--- config.mk ---
export PLATFORM = sky130hd
export DESIGN_NAME = add_seq_ctrl
export DESIGN_NICKNAME = d
export VERILOG_FILES = /design/src/rtl/add_seq_pkg.sv /design/src/rtl/add_core.sv /design/src/rtl/add_seq_ctrl.sv
export SDC_FILE = /design/constraint.sdc
export NUM_CORES = 1
export LEC_CHECK = 0
export ABC_AREA = 1
export CORE_ASPECT_RATIO = 0.9
export CORE_MARGIN = 2
export CORE_UTILIZATION = 48
export DETAILED_ROUTE_END_ITERATION = 6
export HOLD_SLACK_MARGIN = 0.1
export PLACE_DENSITY = 0.86
export REMOVE_ABC_BUFFERS = 1
export SYNTH_ARGS = -nofsm -noshare
export SYNTH_HDL_FRONTEND = slang
export SYNTH_SLANG_ARGS = --single-unit
--- constraint.sdc ---
create_clock -name clk -period 3.85 [get_ports clk]
set_clock_uncertainty 0.2 [all_clocks]
set_input_delay 1.155 -clock clk [delete_from_list [all_inputs] [get_ports clk]]
set_output_delay 1.155 -clock clk [all_outputs]
set_load 0.03 [all_outputs]
--- src/rtl/add_seq_pkg.sv ---
// add_seq_pkg: shared state encoding for the add_seq_ctrl operand accumulator.
// Build option: ADD_SEQ_DRAIN_EN adds a DRAIN state and widens the state to 3 bits.
package add_seq_pkg;
`ifdef ADD_SEQ_DRAIN_EN
    localparam int SW = 3;
    typedef enum logic [SW-1:0] {
        IDLE  = 3'b000,
        LOAD  = 3'b001,
        ACC   = 3'b010,
        DONE  = 3'b011,
        DRAIN = 3'b100
    } state_t;
`else
    localparam int SW = 2;
    typedef enum logic [SW-1:0] {
        IDLE = 2'b00,
        LOAD = 2'b01,
        ACC  = 2'b10,
        DONE = 2'b11
    } state_t;
`endif
endpackage

--- src/rtl/add_core.sv ---
// add_core: combinational WIDTH-bit carry-lookahead adder.
// Ports: a, b (WIDTH) operands; cin carry in; s (WIDTH) sum; cout carry out.
module add_core #(
    parameter int WIDTH = 4
) (
    input  logic [WIDTH-1:0] a,
    input  logic [WIDTH-1:0] b,
    input  logic             cin,
    output logic [WIDTH-1:0] s,
    output logic             cout
);
    logic [WIDTH-1:0] g, p;
    logic [WIDTH:0]   c;
    // Each carry is expanded from g/p/cin alone, so no carry waits on its neighbour.
    always_comb begin
        g = a & b;
        p = a ^ b;
        c = '0;
        c[0] = cin;
        for (int i = 0; i < WIDTH; i++) begin
            c[i+1] = cin;
            for (int j = 0; j <= i; j++) c[i+1] = g[j] | (p[j] & c[i+1]);
        end
    end
    assign s    = p ^ c[WIDTH-1:0];
    assign cout = c[WIDTH];
endmodule

--- src/rtl/add_seq_ctrl.sv ---
// add_seq_ctrl: accumulates a valid/ready operand stream, keeping the last non-overflowing sum.
// Ports: clk, rst (sync active-high); start begins a job in IDLE; op_valid/op_data/op_last
// with op_ready form the operand handshake; busy is high outside IDLE; done pulses one cycle
// with sum, count (operands in sum) and overflow (job ended on a carry-out).
// Build option: ADD_SEQ_DRAIN_EN discards the rest of an overflowed job before done.
module add_seq_ctrl
    import add_seq_pkg::*;
#(
    parameter  int WIDTH   = 4,
    parameter  int MAX_OPS = 4,
    localparam int CW      = $clog2(MAX_OPS + 1)
) (
    input  logic             clk,
    input  logic             rst,
    input  logic             start,
    input  logic             op_valid,
    input  logic [WIDTH-1:0] op_data,
    input  logic             op_last,
    output logic             op_ready,
    output logic             busy,
    output logic             done,
    output logic [WIDTH-1:0] sum,
    output logic [CW-1:0]    count,
    output logic             overflow
);
    state_t           state, nstate;
    logic [WIDTH-1:0] sum_d, add_s;
    logic [CW-1:0]    count_d;
    logic             ovf_d, add_c, accept;
`ifdef ADD_SEQ_DRAIN_EN
    logic [CW-1:0]    beats_q, beats_d;
`endif

    add_core #(.WIDTH(WIDTH)) u_core (
        .a    (sum),
        .b    (op_data),
        .cin  (1'b0),
        .s    (add_s),
        .cout (add_c)
    );

    always_comb begin
        op_ready = (state == LOAD) || (state == ACC)
`ifdef ADD_SEQ_DRAIN_EN
                   || (state == DRAIN)
`endif
                   ;
        busy     = state != IDLE;
        done     = state == DONE;
        accept   = op_valid && op_ready;
    end

    always_comb begin
        nstate  = state;
        sum_d   = sum;
        count_d = count;
        ovf_d   = overflow;
`ifdef ADD_SEQ_DRAIN_EN
        beats_d = accept ? beats_q + CW'(1) : beats_q;
`endif
        case (state)
            IDLE: if (start) begin
                nstate  = LOAD;
                sum_d   = '0;
                count_d = '0;
                ovf_d   = 1'b0;
`ifdef ADD_SEQ_DRAIN_EN
                beats_d = '0;
`endif
            end
            LOAD: if (accept) begin
                sum_d   = op_data;
                count_d = CW'(1);
                nstate  = (op_last || MAX_OPS == 1) ? DONE : ACC;
            end
            ACC: if (accept) begin
                if (add_c) begin
                    ovf_d  = 1'b1;
`ifdef ADD_SEQ_DRAIN_EN
                    // Skip DRAIN when the overflowing beat already closes the job.
                    nstate = (op_last || beats_q + CW'(1) == CW'(MAX_OPS)) ? DONE : DRAIN;
`else
                    nstate = DONE;
`endif
                end else begin
                    sum_d   = add_s;
                    count_d = count + CW'(1);
                    nstate  = (op_last || count + CW'(1) == CW'(MAX_OPS)) ? DONE : ACC;
                end
            end
`ifdef ADD_SEQ_DRAIN_EN
            DRAIN: if (accept && (op_last || beats_q + CW'(1) == CW'(MAX_OPS))) nstate = DONE;
`endif
            DONE: nstate = IDLE;
            default: nstate = IDLE;
        endcase
    end

    always_ff @(posedge clk) begin
        if (rst) begin
            state    <= IDLE;
            sum      <= '0;
            count    <= '0;
            overflow <= 1'b0;
`ifdef ADD_SEQ_DRAIN_EN
            beats_q  <= '0;
`endif
        end else begin
            state    <= nstate;
            sum      <= sum_d;
            count    <= count_d;
            overflow <= ovf_d;
`ifdef ADD_SEQ_DRAIN_EN
            beats_q  <= beats_d;
`endif
        end
    end
endmodule

==> After elaboration in Yosys (flattened, before gate mapping) <==
Cells that the tools add are included.
{ "word_totals": {"register_bits": 10, "input_bits": 9, "ram_bits": 0, "latch_bits": 0, "out_inout_bits": 11, "rom_bits": 0, "memories": 0, "elab_cells": 54} }
{ "classes": {"mux": 21, "shift": 0, "eq_ne": 9, "add_sub_neg": 1, "div_mod_pow": 0, "bitwise_logic": 9, "magnitude_cmp": 0, "n_mul": 0, "n_reduce_logical": 10} }
{ "ops": {"columns": ["op", "n"], "rows": [
  ["$mux 4", 4],
  ["$mux 3", 4],
  ["$pmux 4 s3", 1],
  ["$ne 2x2->1 const B", 5],
  ["$pmux 3 s3", 1],
  ["$pmux 2 s4", 1],
  ["$xor 4x4->4", 2],
  ["$mux 1", 6],
  ["$mux 2", 3],
  ["$reduce_and 5->1", 1],
  ["$and 4x4->4", 1],
  ["$eq 2x2->1 const B", 2],
  ["$reduce_and 4->1", 1],
  ["$reduce_bool 2->1", 2],
  ["$add 3x1->3 const B", 1],
  ["$and 1x1->1", 3],
  ["$eq 3x3->1 const B", 1],
  ["$or 1x1->1", 3],
  ["$reduce_and 3->1", 1],
  ["$reduce_bool 3->1", 1],
  ["$eq 2x1->1 const B", 1],
  ["$logic_not 2->1", 1],
  ["$logic_or 1x1->1", 2],
  ["$pmux 1 s2", 1],
  ["$logic_and 1x1->1", 1]
]} }

==> Longest topological paths before layout <==
Gate-level depths: netlist of run 1.
{ "depth": {"depth_word": 10, "ltp_mapped": 13, "mapped_depth_nobuf": 13} }

==> By module <==
From an unflattened synthesis of run 1, not the netlist that was laid out.
{ "unflattened": {"hier_cells": 129, "area_unflattened_um2": 893.4} }
{ "modules_own_cells": {"columns": ["mod", "area_per_inst_um2", "n_inst", "seq_area_each_um2", "cells_each"], "rows": [
  ["add_seq_ctrl", 775.7, 1, 200.2, 115],
  ["add_core", 117.6, 1, 0.0, 14]
]} }

==> Worst setup path after synthesis of run 1 <==
No wires, ideal clock.
{ "synth_timing": {"kind": "in2reg", "start": "input port op_data[0]", "end": "register sum[3]", "t_arrival_ps": 2816, "required_time_ps": 3536, "path_stages": 12, "path_buffers": 0, "setup_ps": 114, "slack_ps": 720, "path_cell_list": "ha_1 > inv_1 > fa_1 > fa_1 > inv_1 > fa_1 > nand2_1 > nand2_1 > nand2_1 > nand3_1 > nand2_1 > nor2_1"} }
{ "synth_via": {"elab_chain_cells": 9, "word_cells_on_any_way": 13, "classes_between": "eq/ne (1); mux (3); bitwise (8); reduce/logical (1)"} }
{ "synth_lines": {"columns": ["element", "line", "text"], "rows": [
  ["start: declaration", "add_seq_ctrl.sv:17", "input logic [WIDTH-1:0] op_data,"],
  ["$and 4x4->4 (*)", "add_core.sv:16", "g = a & b;"],
  ["$and 1x1->1 (*)", "add_core.sv:22", "for (int j = 0; j <= i; j++) c[i+1] = g[j] | (p[j] & c[i+1]);"],
  ["$or 1x1->1 (*)", "add_core.sv:22", null],
  ["$and 1x1->1 (*)", "add_core.sv:22", null],
  ["$or 1x1->1 (*)", "add_core.sv:22", null],
  ["$and 1x1->1 or $xor 4x4->4 (tied branches)", "add_core.sv:22, add_core.sv:25", null],
  ["$or 1x1->1 or $mux 4 (tied branches)", "add_core.sv:22, add_seq_ctrl.sv:77", null],
  ["$ne 2x2->1 (no source line) or $mux 4 (tied branches)", null, null],
  ["$reduce_and 5->1 (no source line) or $pmux 4 s3 (tied branches)", null, null],
  ["end signal: assignment", "add_seq_ctrl.sv:110", "sum <= sum_d;"],
  ["end: declaration", "add_seq_ctrl.sv:22", "output logic [WIDTH-1:0] sum,"]
]} }
Every way passes the cells marked *; elsewhere a longest branch is shown, timed or not. The select of a mux whose other input is x is not followed.
A chain may end at the register's enable or synchronous reset.

==> Final worst setup path of run 1 <==
Same ends and word-level chain as after synthesis.

==> results.ini, run 1 <==
[synthesis]
synthArstFlopShare=0
synth_commonest_cells=34 x nand2_1, 25 x nor2_1, 16 x inv_1
synth_top_area_share=0.2446
ys_seq_area_frac=0.2446
yosysWarnings=0
syn_inst=120
syn_avg_cell_area_um2=6.819
ys_seq_elements=10
yosys.area.top_type=dfxtp_1
ys.flop_type=dfxtp_1
synth_edf_count=0
synth.area.top_cells=dfxtp_1 24%, nand2_1 16%, ha_1 12%
ys_types=15
post-synth-top-count-cell=nand2_1
syn_area_um2=818.3

[placement]
port-buffer-count=19
hpwl_mm=1.320
placed_area_mm2=0.001039
gp_congestion=0.7894

[timing]
setup_tns_ps=0
fmax_mhz=292.5
worstMarginPinSlew_ps=311.0
hold_viol=0
relSlewSlack=0.7920
rsz0062_at_grt=false
setup_viol=0
layout_min_cycle_time_ps=3419
timing.final.crit_share=0.8879
finalMaxSlewViolations=0

[die]
coreArea_mm2=0.001629
ios=20
initial_core_util=0.5023
floorplan.die_area_mm2=0.002051
die_h_um=43.17
die_x_um=47.52
rows=14

[finish]
diodes=0
syn2layout_area_growth_pct=29.66
final_util=0.6513
design_area_mm2=0.001061
fill_cells=146
layout-drive-gt1-share=0.1197
nNetsFinal=164

[drt]
first_pass_iters=4
detail-route-antenna-nets=0
vias=764
wl_mm=1.637
drc=0
viasPerCell=4.602
initialDrtViolationCount=13
post_drt_wl_per_cell_um=9.861

[worst_setup_path]
r2r-start=sum[0]$_SDFFE_PP0P_
r2r_setup_slack_ps=1440
path_depth=13
cp_data_arrival_time_ps=3390
worst-setup-path-type=in2reg
ff2ff_path_depth=12
path_buf_inv=3
cp_slowest_stage_delay_ps=480
reg2reg_to=sum[3]$_SDFFE_PP0P_
crit_top_cell=nand2_1
cp_max_fo=2
critPathRequiredTime_ps=3820
cp_slowest_cell=clkdlybuf4s50_1
cp_cell_sequence=clkdlybuf4s50_1, ha_1, inv_1, fa_1, fa_1, inv_1, fa_1, nand2_1, nand2_1, nand2_1, nand3_1, nand2_1, nor2_1
worstSetupEndpointType=flip-flop
cp-start-kind=input port
critPathTopFamily=adder cells

[clocking]
ctsResizeCount=0
clk_path_buf_depth=2
cts_sinks=10
root_buffer=clkbuf_4
clk_pin_slew_ps=70
cts_buffers=3
cts_tree=yes
clk_latency_ps=270
cts_setup_buffers=0
ctsHoldBuffers=0
htree_levels=1

[status]
status=complete, no violations

[hold_path]
min_to=overflow$_SDFFE_PP0P_
hp-class=reg2reg
holdPathStages=2
hold_start=overflow$_SDFFE_PP0P_

[power_and_ir_drop]
p_leak_nw=0.5331
ir_worst_vdd_uv=419.0
p_per_area_mw_per_mm2=710.9

[flow_run]
maxCapViolations=0

[global_routing]
grt_pass1_wl_mm=2.739
grt_pass1_vias=666
grt-ovfl-total=0
grt_max_degree=10
gr-usage-all-layers=0.1898
antenna_found_initial=0

area by class of cell:
class	count	area [um2]	area share
Multi-Input combinational cell	89	539.3	0.5083
Sequential cell	10	200.2	0.1887
Timing Repair Buffer	19	190.2	0.1792
Inverter	21	78.83	0.07429
Tap cell	24	30.03	0.02830
Clock buffer	3	22.52	0.02123
worst max-delay path by stage:
stage / to / slack (ps) / startpoint
5_1_grt: sum[3]$_SDFFE_PP0P_ / 300 / op_data[0]
3_3_place_gp: sum[3]$_SDFFE_PP0P_ / 180 / op_data[0]
4_1_cts: sum[3]$_SDFFE_PP0P_ / 430 / op_data[0]
6_report: sum[3]$_SDFFE_PP0P_ / 430 / op_data[0]
3_5_place_dp: sum[3]$_SDFFE_PP0P_ / 150 / op_data[0]
2_1_floorplan: sum[3]$_SDFFE_PP0P_ / 720 / op_data[0]
logic make-up (layout without fill, tap and decap cells):
logic type,Yosys count,count (layout),share of synthesized area
AO/OA/AOI/OAI,5,5,0.03058
adder cells (fa/ha/maj),11,11,0.1957
buffers and inverters,21,43,0.09634
flip-flops,10,10,0.2446
AND/OR/NAND/NOR,73,73,0.4327
report_power, final:
part / leakage (nW) / internal (mW) / switching (mW)
clock: 0.0138 / 0.0362 / 0.0392
sequential: 0.0824 / 0.135 / 0.0272
combinational: 0.437 / 0.198 / 0.319
total: 0.533 / 0.369 / 0.385
cell usage in the layout (no fill, tap or decap):
| master | Yosys | routed |
|---|---|---|
| clkdlybuf4s50_1 | 0 | 19 |
| nand3_4 | 2 | 2 |
| dfxtp_1 | 10 | 10 |
| clkbuf_4 | 0 | 3 |
| inv_2 | 5 | 5 |
| ha_1 | 8 | 8 |
| nand3_1 | 5 | 5 |
| fa_1 | 3 | 3 |
| inv_1 | 16 | 16 |
| nand2_4 | 1 | 1 |
| nor2_1 | 25 | 25 |
| nor2_4 | 2 | 2 |
| o21ai_1 | 2 | 2 |
| nor2_8 | 1 | 1 |
| nand2_2 | 3 | 3 |
| a21oi_1 | 3 | 3 |
| nand2_1 | 34 | 34 |
through the flow:
step / total power [mW] / setup slack (ps) / std cells / hold WS [ps]
6_report: 0.7543 / 431.4 / 166 / 267.9
5_1_grt: 0.8269 / 301.4 / 166 / 289.5
4_1_cts: 0.7593 / 433.8 / 166 / 270.9
3_5_place_dp: 0.6828 / 145.0 / 163 / 260.3
3_3_place_gp: 0.6691 / 181.5 / 163 / 251.6
2_1_floorplan: 0.5423 / 720.0 / 120 / 306.1
routing by layer:
| metal | global-route usage | vias to the layer above | routed length, um |
|---|---|---|---|
| met5 | 0 | - | 0 |
| met4 | 0.06667 | 0 | 22 |
| met3 | 0.05106 | 4 | 58 |
| met2 | 0.3081 | 16 | 805 |
| met1 | 0.2336 | 341 | 750 |
| li1 | - | 403 | - |
sequential cells by signal, summed over array words and instances, names as in the netlist:
signal,flops
state,2
count,3
overflow,1
sum,4
worst reg2reg max path, cell delays in order, from the launching register on:
cell     delay, ps
dfxtp_1        350
ha_1           150
inv_1           40
fa_1           370
fa_1           360
inv_1           70
fa_1           410
nand2_1         80
nand2_1         50
nand2_1         50
nand3_1         80
nand2_1         60
nor2_1          40
(Power assumes the default switching activity.)
==> inputs of run 2 (changes only) <==
--- a/config.mk
+++ b/config.mk
@@ -8,10 +8,11 @@
 export ABC_AREA = 1
 export CORE_ASPECT_RATIO = 0.9
 export CORE_MARGIN = 2
-export CORE_UTILIZATION = 48
+export CORE_UTILIZATION = 30
+export CTS_CLUSTER_SIZE = 40
 export DETAILED_ROUTE_END_ITERATION = 6
 export HOLD_SLACK_MARGIN = 0.1
-export PLACE_DENSITY = 0.86
+export PLACE_DENSITY = 0.61
 export REMOVE_ABC_BUFFERS = 1
 export SYNTH_ARGS = -nofsm -noshare
 export SYNTH_HDL_FRONTEND = slang
==> run 2 against run 1 <==
Global-route usage down 5.7 points. Largest power group unchanged. Largest cell class unchanged. Utilization shrank 22 points. Total power up 3.5%. First-iteration DRC count rose by 23%. Clock power is 32% higher. Final area rose by 1.8%. Highest routed layer unchanged. Count of clock-buffer cells in the layout increased by 1. Hold slack better by 1.7 ps. Cell count up 3.0%.
==> results.ini, run 2 (synthesis gave the netlist of run 1 again) <==
[die]
die_h_um=53.55  ; was 43.17 um
floorplan.die_area_mm2=0.003162  ; was 0.002051 mm2
coreArea_mm2=0.002531  ; was 0.001629 mm2
rows=17  ; was 14
die_x_um=59.05  ; was 47.52 um
ios=20  ; unchanged
initial_core_util=0.3233  ; was 0.5023

[finish]
final_cells=171  ; was 166
mostFrequentLayoutCells=34 x nand2_1, 25 x nor2_1, 19 x clkdlybuf4s50_1, 16 x inv_1, 10 x dfxtp_1  ; unchanged
layout-drive-gt1-share=0.1259  ; was 0.1197
syn2layout_area_growth_pct=31.96  ; was 29.66%
final_util=0.4266  ; was 0.6513
largest_reg_flops=4  ; unchanged
nNetsFinal=164  ; unchanged
diodes=0  ; unchanged
largest-register=sum  ; unchanged
final_common_cell=nand2_1  ; unchanged
reg_top3=sum (4), count (3), state (2)  ; unchanged

[power_and_ir_drop]
p_per_area_mw_per_mm2=722.8  ; was 710.9 mW/mm2
ir_worst_vdd_uv=394.5  ; was 419.0 uV
p_leak_nw=0.5403  ; was 0.5331 nW

[drt]
viasPerCell=4.497  ; was 4.602
initialDrtViolationCount=16  ; was 13
detail-route-antenna-nets=0  ; unchanged
drc=0  ; unchanged
wl_mm=1.729  ; was 1.637 mm
post_drt_wl_per_cell_um=10.11  ; was 9.861 um
vias=769  ; was 764
first_pass_iters=4  ; unchanged

[timing]
setup_viol=0  ; unchanged
fmax_mhz=291.6  ; was 292.5 MHz
layout_min_cycle_time_ps=3429  ; was 3419 ps
finalMaxSlewViolations=0  ; unchanged
timing.final.crit_share=0.8907  ; was 0.8879
setup_tns_ps=0  ; unchanged
worstMarginPinSlew_ps=323.2  ; was 311.0 ps
hold_viol=0  ; unchanged
rsz0062_at_grt=false  ; unchanged
relSlewSlack=0.7839  ; was 0.7920

[clocking]
clk_pin_slew_ps=70  ; about the same
cts_setup_buffers=0  ; unchanged
cts_tree=yes  ; unchanged
ctsHoldBuffers=0  ; unchanged
clk_latency_ps=280  ; was 270 ps
ctsResizeCount=0  ; unchanged
cts_buffers=3  ; unchanged
root_buffer=clkbuf_4  ; unchanged
htree_levels=1  ; unchanged
cts_sinks=10  ; unchanged
clk_path_buf_depth=2  ; unchanged

[flow_run]
maxCapViolations=0  ; unchanged

[status]
status=complete, no violations  ; unchanged

[worst_setup_path]
ff2ff_path_depth=12  ; unchanged
worstSetupEndpointType=flip-flop  ; unchanged
worst-setup-path-type=in2reg  ; unchanged
r2r_setup_slack_ps=1430  ; was 1440 ps
r2r-start=sum[0]$_SDFFE_PP0P_  ; unchanged
cp_max_fo=2  ; unchanged
cp-endpoint=sum[3]$_SDFFE_PP0P_  ; unchanged
cp_data_arrival_time_ps=3400  ; was 3390 ps
critPathRequiredTime_ps=3820  ; about the same
cp-start-kind=input port  ; unchanged
reg2reg_to=sum[3]$_SDFFE_PP0P_  ; unchanged
crit_start=op_data[0]  ; unchanged

[placement]
port-buffer-count=19  ; unchanged
hpwl_mm=1.396  ; was 1.320 mm
gp_congestion=0.7822  ; was 0.7894
dp.cells=167  ; was 163

[hold_path]
hp-class=reg2reg  ; unchanged

[global_routing]
antenna_found_initial=0  ; unchanged
grt_pass1_vias=742  ; was 666
grt_pass1_wl_mm=3.111  ; was 2.739 mm
gr-usage-all-layers=0.1326  ; was 0.1898
grt_max_degree=10  ; unchanged
grt-ovfl-total=0  ; unchanged

-- run 2: critical path, cell delays in order --
cell,delay [ps]
clkdlybuf4s50_1,480
ha_1,150
inv_1,50
fa_1,370
fa_1,360
inv_1,80
fa_1,400
nand2_1,80
nand2_1,50
nand2_1,60
nand3_1,80
nand2_1,60
nor2_1,40
-- run 2: layer usage --
layer | wire [um] | vias to the layer above | track usage | share of wire
met5 | 0 | - | 0 | 0
met1 | 844 | 341 | 0.1664 | 0.49
met3 | 82 | 4 | 0.04808 | 0.047
met4 | 18 | 0 | 0.04167 | 0.010
li1 | - | 409 | - | -
met2 | 784 | 15 | 0.2130 | 0.45
-- run 2: per-stage QoR --
step | hold slack [ps] | instance area [um2] | total power, mW | worst slack (ps)
3_3_place_gp | 256.2 | 1044 | 0.6785 | 181.2
3_5_place_dp | 264.3 | 1044 | 0.6903 | 98.87
5_1_grt | 309.6 | 1080 | 0.8612 | 273.9
6_report | 269.6 | 1080 | 0.7805 | 420.9
2_1_floorplan | 306.1 | 818.3 | 0.5423 | 720.0
4_1_cts | 276.0 | 1080 | 0.7950 | 408.0
-- run 2: where the power goes --
part | switching, mW | leakage [nW] | internal, mW | total [mW]
registers | 0.0265 | 0.0824 | 0.135 | 0.162
logic | 0.321 | 0.437 | 0.199 | 0.519
clock network | 0.0419 | 0.0210 | 0.0576 | 0.0995
-- run 2: worst min path at each step --
stage | from | endpoint | slack (ps) | cells past startpoint
2_1_floorplan | state[1]$_SDFFE_PP0P_ | state[1]$_SDFFE_PP0P_ | 310 | 2
3_3_place_gp | overflow$_SDFFE_PP0P_ | overflow$_SDFFE_PP0P_ | 260 | 2
3_5_place_dp | overflow$_SDFFE_PP0P_ | overflow$_SDFFE_PP0P_ | 260 | 2
4_1_cts | overflow$_SDFFE_PP0P_ | overflow$_SDFFE_PP0P_ | 280 | 2
5_1_grt | overflow$_SDFFE_PP0P_ | overflow$_SDFFE_PP0P_ | 310 | 2
6_report | overflow$_SDFFE_PP0P_ | overflow$_SDFFE_PP0P_ | 270 | 2
-- run 2: final cells by class --
| class | count | area [um2] |
|---|---|---|
| fill | 272 | 1451 |
| sequential | 10 | 200.2 |
| tap | 28 | 35.03 |
| timing repair buffer | 19 | 190.2 |
| clock buffer | 4 | 36.28 |
| inverter | 21 | 78.83 |
| multi-input combinational | 89 | 539.3 |
==> inputs of run 3 (changes only) <==
--- a/config.mk
+++ b/config.mk
@@ -12,7 +12,7 @@
 export CTS_CLUSTER_SIZE = 40
 export DETAILED_ROUTE_END_ITERATION = 6
 export HOLD_SLACK_MARGIN = 0.1
-export PLACE_DENSITY = 0.61
+export PLACE_DENSITY = 0.63
 export REMOVE_ABC_BUFFERS = 1
 export SYNTH_ARGS = -nofsm -noshare
 export SYNTH_HDL_FRONTEND = slang
==> constraint.sdc (replaced) <==
create_clock -name clk -period 2.8 [get_ports clk]
set_clock_uncertainty 0.2 [all_clocks]
set_input_delay 0.84 -clock clk [delete_from_list [all_inputs] [get_ports clk]]
set_output_delay 0.84 -clock clk [all_outputs]
set_load 0.03 [all_outputs]
==> run 3 against run 2 <==
Cell count is 2.9% higher. Clock power up 39%. Sequential power increased by 39%. Non-clock buffer count grew 5. Critical path type unchanged. Hold slack better by 4.0 ps. First-iteration DRC count increased by 63%.
==> results.ini, run 3 (synthesis gave the netlist of run 1 again) <==
[finish]
multiInputGateArea_um2=549.3  ; was 539.3 um2
mostFrequentLayoutCells=34 x nand2_1, 25 x nor2_1, 15 x clkdlybuf4s50_1, 14 x inv_1, 10 x dfxtp_1  ; was 34 x nand2_1, 25 x nor2_1, 19 x clkdlybuf4s50_1, 16 x inv_1, 10 x dfxtp_1
final_cells=176  ; was 171
syn2layout_area_growth_pct=37.16  ; was 31.96%
final_common_cell=nand2_1  ; unchanged
fill_cells=270  ; was 272
largest_reg_flops=4  ; unchanged
register_area_um2=200.2  ; unchanged
final_util=0.4434  ; was 0.4266
reg_top3=sum (4), count (3), state (2)  ; unchanged
layout-drive-gt1-share=0.2027  ; was 0.1259
largest-register=sum  ; unchanged
nNetsFinal=169  ; was 164
diodes=0  ; unchanged

[die]
floorplan.die_area_mm2=0.003162  ; unchanged
die_x_um=59.05  ; unchanged
ios=20  ; unchanged
coreArea_mm2=0.002531  ; unchanged
rows=17  ; unchanged
initial_core_util=0.3233  ; unchanged
die_h_um=53.55  ; unchanged

[worst_setup_path]
cp_slowest_cell=fa_2  ; was clkdlybuf4s50_1
r2r_setup_slack_ps=440  ; was 1430 ps
worstSetupEndpointType=flip-flop  ; unchanged
cp_slowest_stage_delay_ps=380  ; was 480 ps
cp_data_arrival_time_ps=2680  ; was 3400 ps
r2r-start=sum[0]$_SDFFE_PP0P_  ; unchanged
critPathRequiredTime_ps=2820  ; was 3820 ps
cp-start-kind=input port  ; unchanged
reg2reg_to=sum[0]$_SDFFE_PP0P_  ; was sum[3]$_SDFFE_PP0P_
cp_cell_sequence=dlygate4sd2_1, inv_2, fa_2, fa_2, inv_2, fa_2, nand2_1, inv_2, nor2_8, buf_4, nand3_1, nand2_1, nor2_1  ; was clkdlybuf4s50_1, ha_1, inv_1, fa_1, fa_1, inv_1, fa_1, nand2_1, nand2_1, nand2_1, nand3_1, nand2_1, nor2_1
ff2ff_path_depth=13  ; was 12
cp_max_fo=6  ; was 2
worst-setup-path-type=in2reg  ; unchanged
crit_start=op_data[1]  ; was op_data[0]

[timing]
rsz0062_at_grt=false  ; unchanged
finalMaxSlewViolations=0  ; unchanged
relSlewSlack=0.7894  ; was 0.7839
setup_tns_ps=0  ; unchanged
timing.final.crit_share=0.9489
fmax_mhz=376.4
setup_viol=0  ; unchanged
setup_slack_ps=143.0  ; was 420.9 ps
worstMarginPinSlew_ps=315.8  ; was 323.2 ps
layout_min_cycle_time_ps=2657
hold_viol=0  ; unchanged

[hold_path]
holdPathStages=2  ; unchanged
hp-class=reg2reg  ; unchanged
min_to=overflow$_SDFFE_PP0P_  ; unchanged
hold_start=overflow$_SDFFE_PP0P_  ; unchanged

[clocking]
clk_path_buf_depth=2  ; unchanged
clk_latency_ps=280  ; about the same
clk_pin_slew_ps=80  ; was 70 ps
ctsHoldBuffers=0  ; unchanged
htree_levels=1  ; unchanged
cts_sinks=10  ; unchanged
cts_tree=yes  ; unchanged
cts_buffers=3  ; unchanged
root_buffer=clkbuf_4  ; unchanged

[placement]
gp_congestion=0.7450  ; was 0.7822
dp.cells=171  ; was 167
hpwl_mm=1.369  ; was 1.396 mm
post-place-ws_ps=-557.2  ; was 98.87 ps
port-buffer-count=19  ; unchanged

[drt]
wl_mm=1.838  ; was 1.729 mm
initialDrtViolationCount=26  ; was 16
drc=0  ; unchanged
detail-route-antenna-nets=0  ; unchanged
viasPerCell=4.392  ; was 4.497
vias=773  ; was 769
post_drt_wl_per_cell_um=10.44  ; was 10.11 um
first_pass_iters=4  ; unchanged

[power_and_ir_drop]
p_per_area_mw_per_mm2=978.7  ; was 722.8 mW/mm2
ir_worst_vdd_uv=477.5  ; was 394.5 uV
p_leak_nw=0.5723  ; was 0.5403 nW

[flow_run]
maxCapViolations=0  ; unchanged

[global_routing]
grt_pass1_wl_mm=3.249  ; was 3.111 mm
grt_max_degree=10  ; unchanged
gr-usage-all-layers=0.1421  ; was 0.1326
grt_pass1_vias=740  ; was 742
antenna_found_initial=0  ; unchanged
grt-ovfl-total=0  ; unchanged

[status]
status=complete, no violations  ; unchanged

==> run 3: cell types whose count changed in the layout (fill, tap and decap cells not counted), sizes merged <==
cell	before	now
buf	0	5
dlymetal6s2s	0	1
clkbuf	4	5
dlygate4sd2	0	2
clkdlybuf4s50	19	15
==> run 3: power by group <==
group | internal, mW | switching, mW
combinational | 0.288 | 0.448
sequential | 0.186 | 0.0390
clock | 0.0791 | 0.0588
total | 0.553 | 0.546
==> run 3: worst max path at each step <==
stage                     depth (start not counted)             endpoint
final                                            13  sum[0]$_SDFFE_PP0P_
after detailed placement                         13  sum[3]$_SDFFE_PP0P_
after global placement                           13  sum[3]$_SDFFE_PP0P_
after floorplan                                  12  sum[3]$_SDFFE_PP0P_
after global routing                             13  sum[0]$_SDFFE_PP0P_
after CTS                                         3             op_ready
==> run 3: repair_timing <==
item                                    CTS  global route
pin swaps                                 4             4
resized for setup                         9             3
endpoints found under the setup margin   10             8
setup buffers                             1             0
==> run 3: worst max-delay path, delay by kind of cell <==
family	cells	cell delay, ps
buffers and inverters	5	570
AND/OR/NAND/NOR	5	330
adder cells (fa/ha/maj)	3	920
==> run 3: layout make-up <==
class / count / area share
multi-input cells: 89 / 0.4894
inverters: 21 / 0.07023
clock buffers: 4 / 0.03233
flip-flops and latches: 10 / 0.1784
repair buffers: 24 / 0.1984
well taps: 28 / 0.03122
==> run 3: per-stage QoR <==
| stage | hold WS, ps | power [mW] | area (um2) |
|---|---|---|---|
| 2_1_floorplan | 306.1 | 0.7456 | 818.3 |
| 3_3_place_gp | 258.6 | 0.9482 | 1074 |
| 3_5_place_dp | 265.5 | 0.9613 | 1074 |
| 4_1_cts | 279.4 | 1.112 | 1122 |
| 5_1_grt | 310.6 | 1.221 | 1122 |
| 6_report | 273.6 | 1.098 | 1122 |
==> run 3: layer usage <==
layer,part of all wire,global-route usage,up-vias,wire length [um]
met4,0.013,0.04545,0,23
met2,0.45,0.2204,18,830
met1,0.47,0.1849,336,872
met5,0,0,-,0
met3,0.061,0.05048,4,112
li1,-,-,415,-
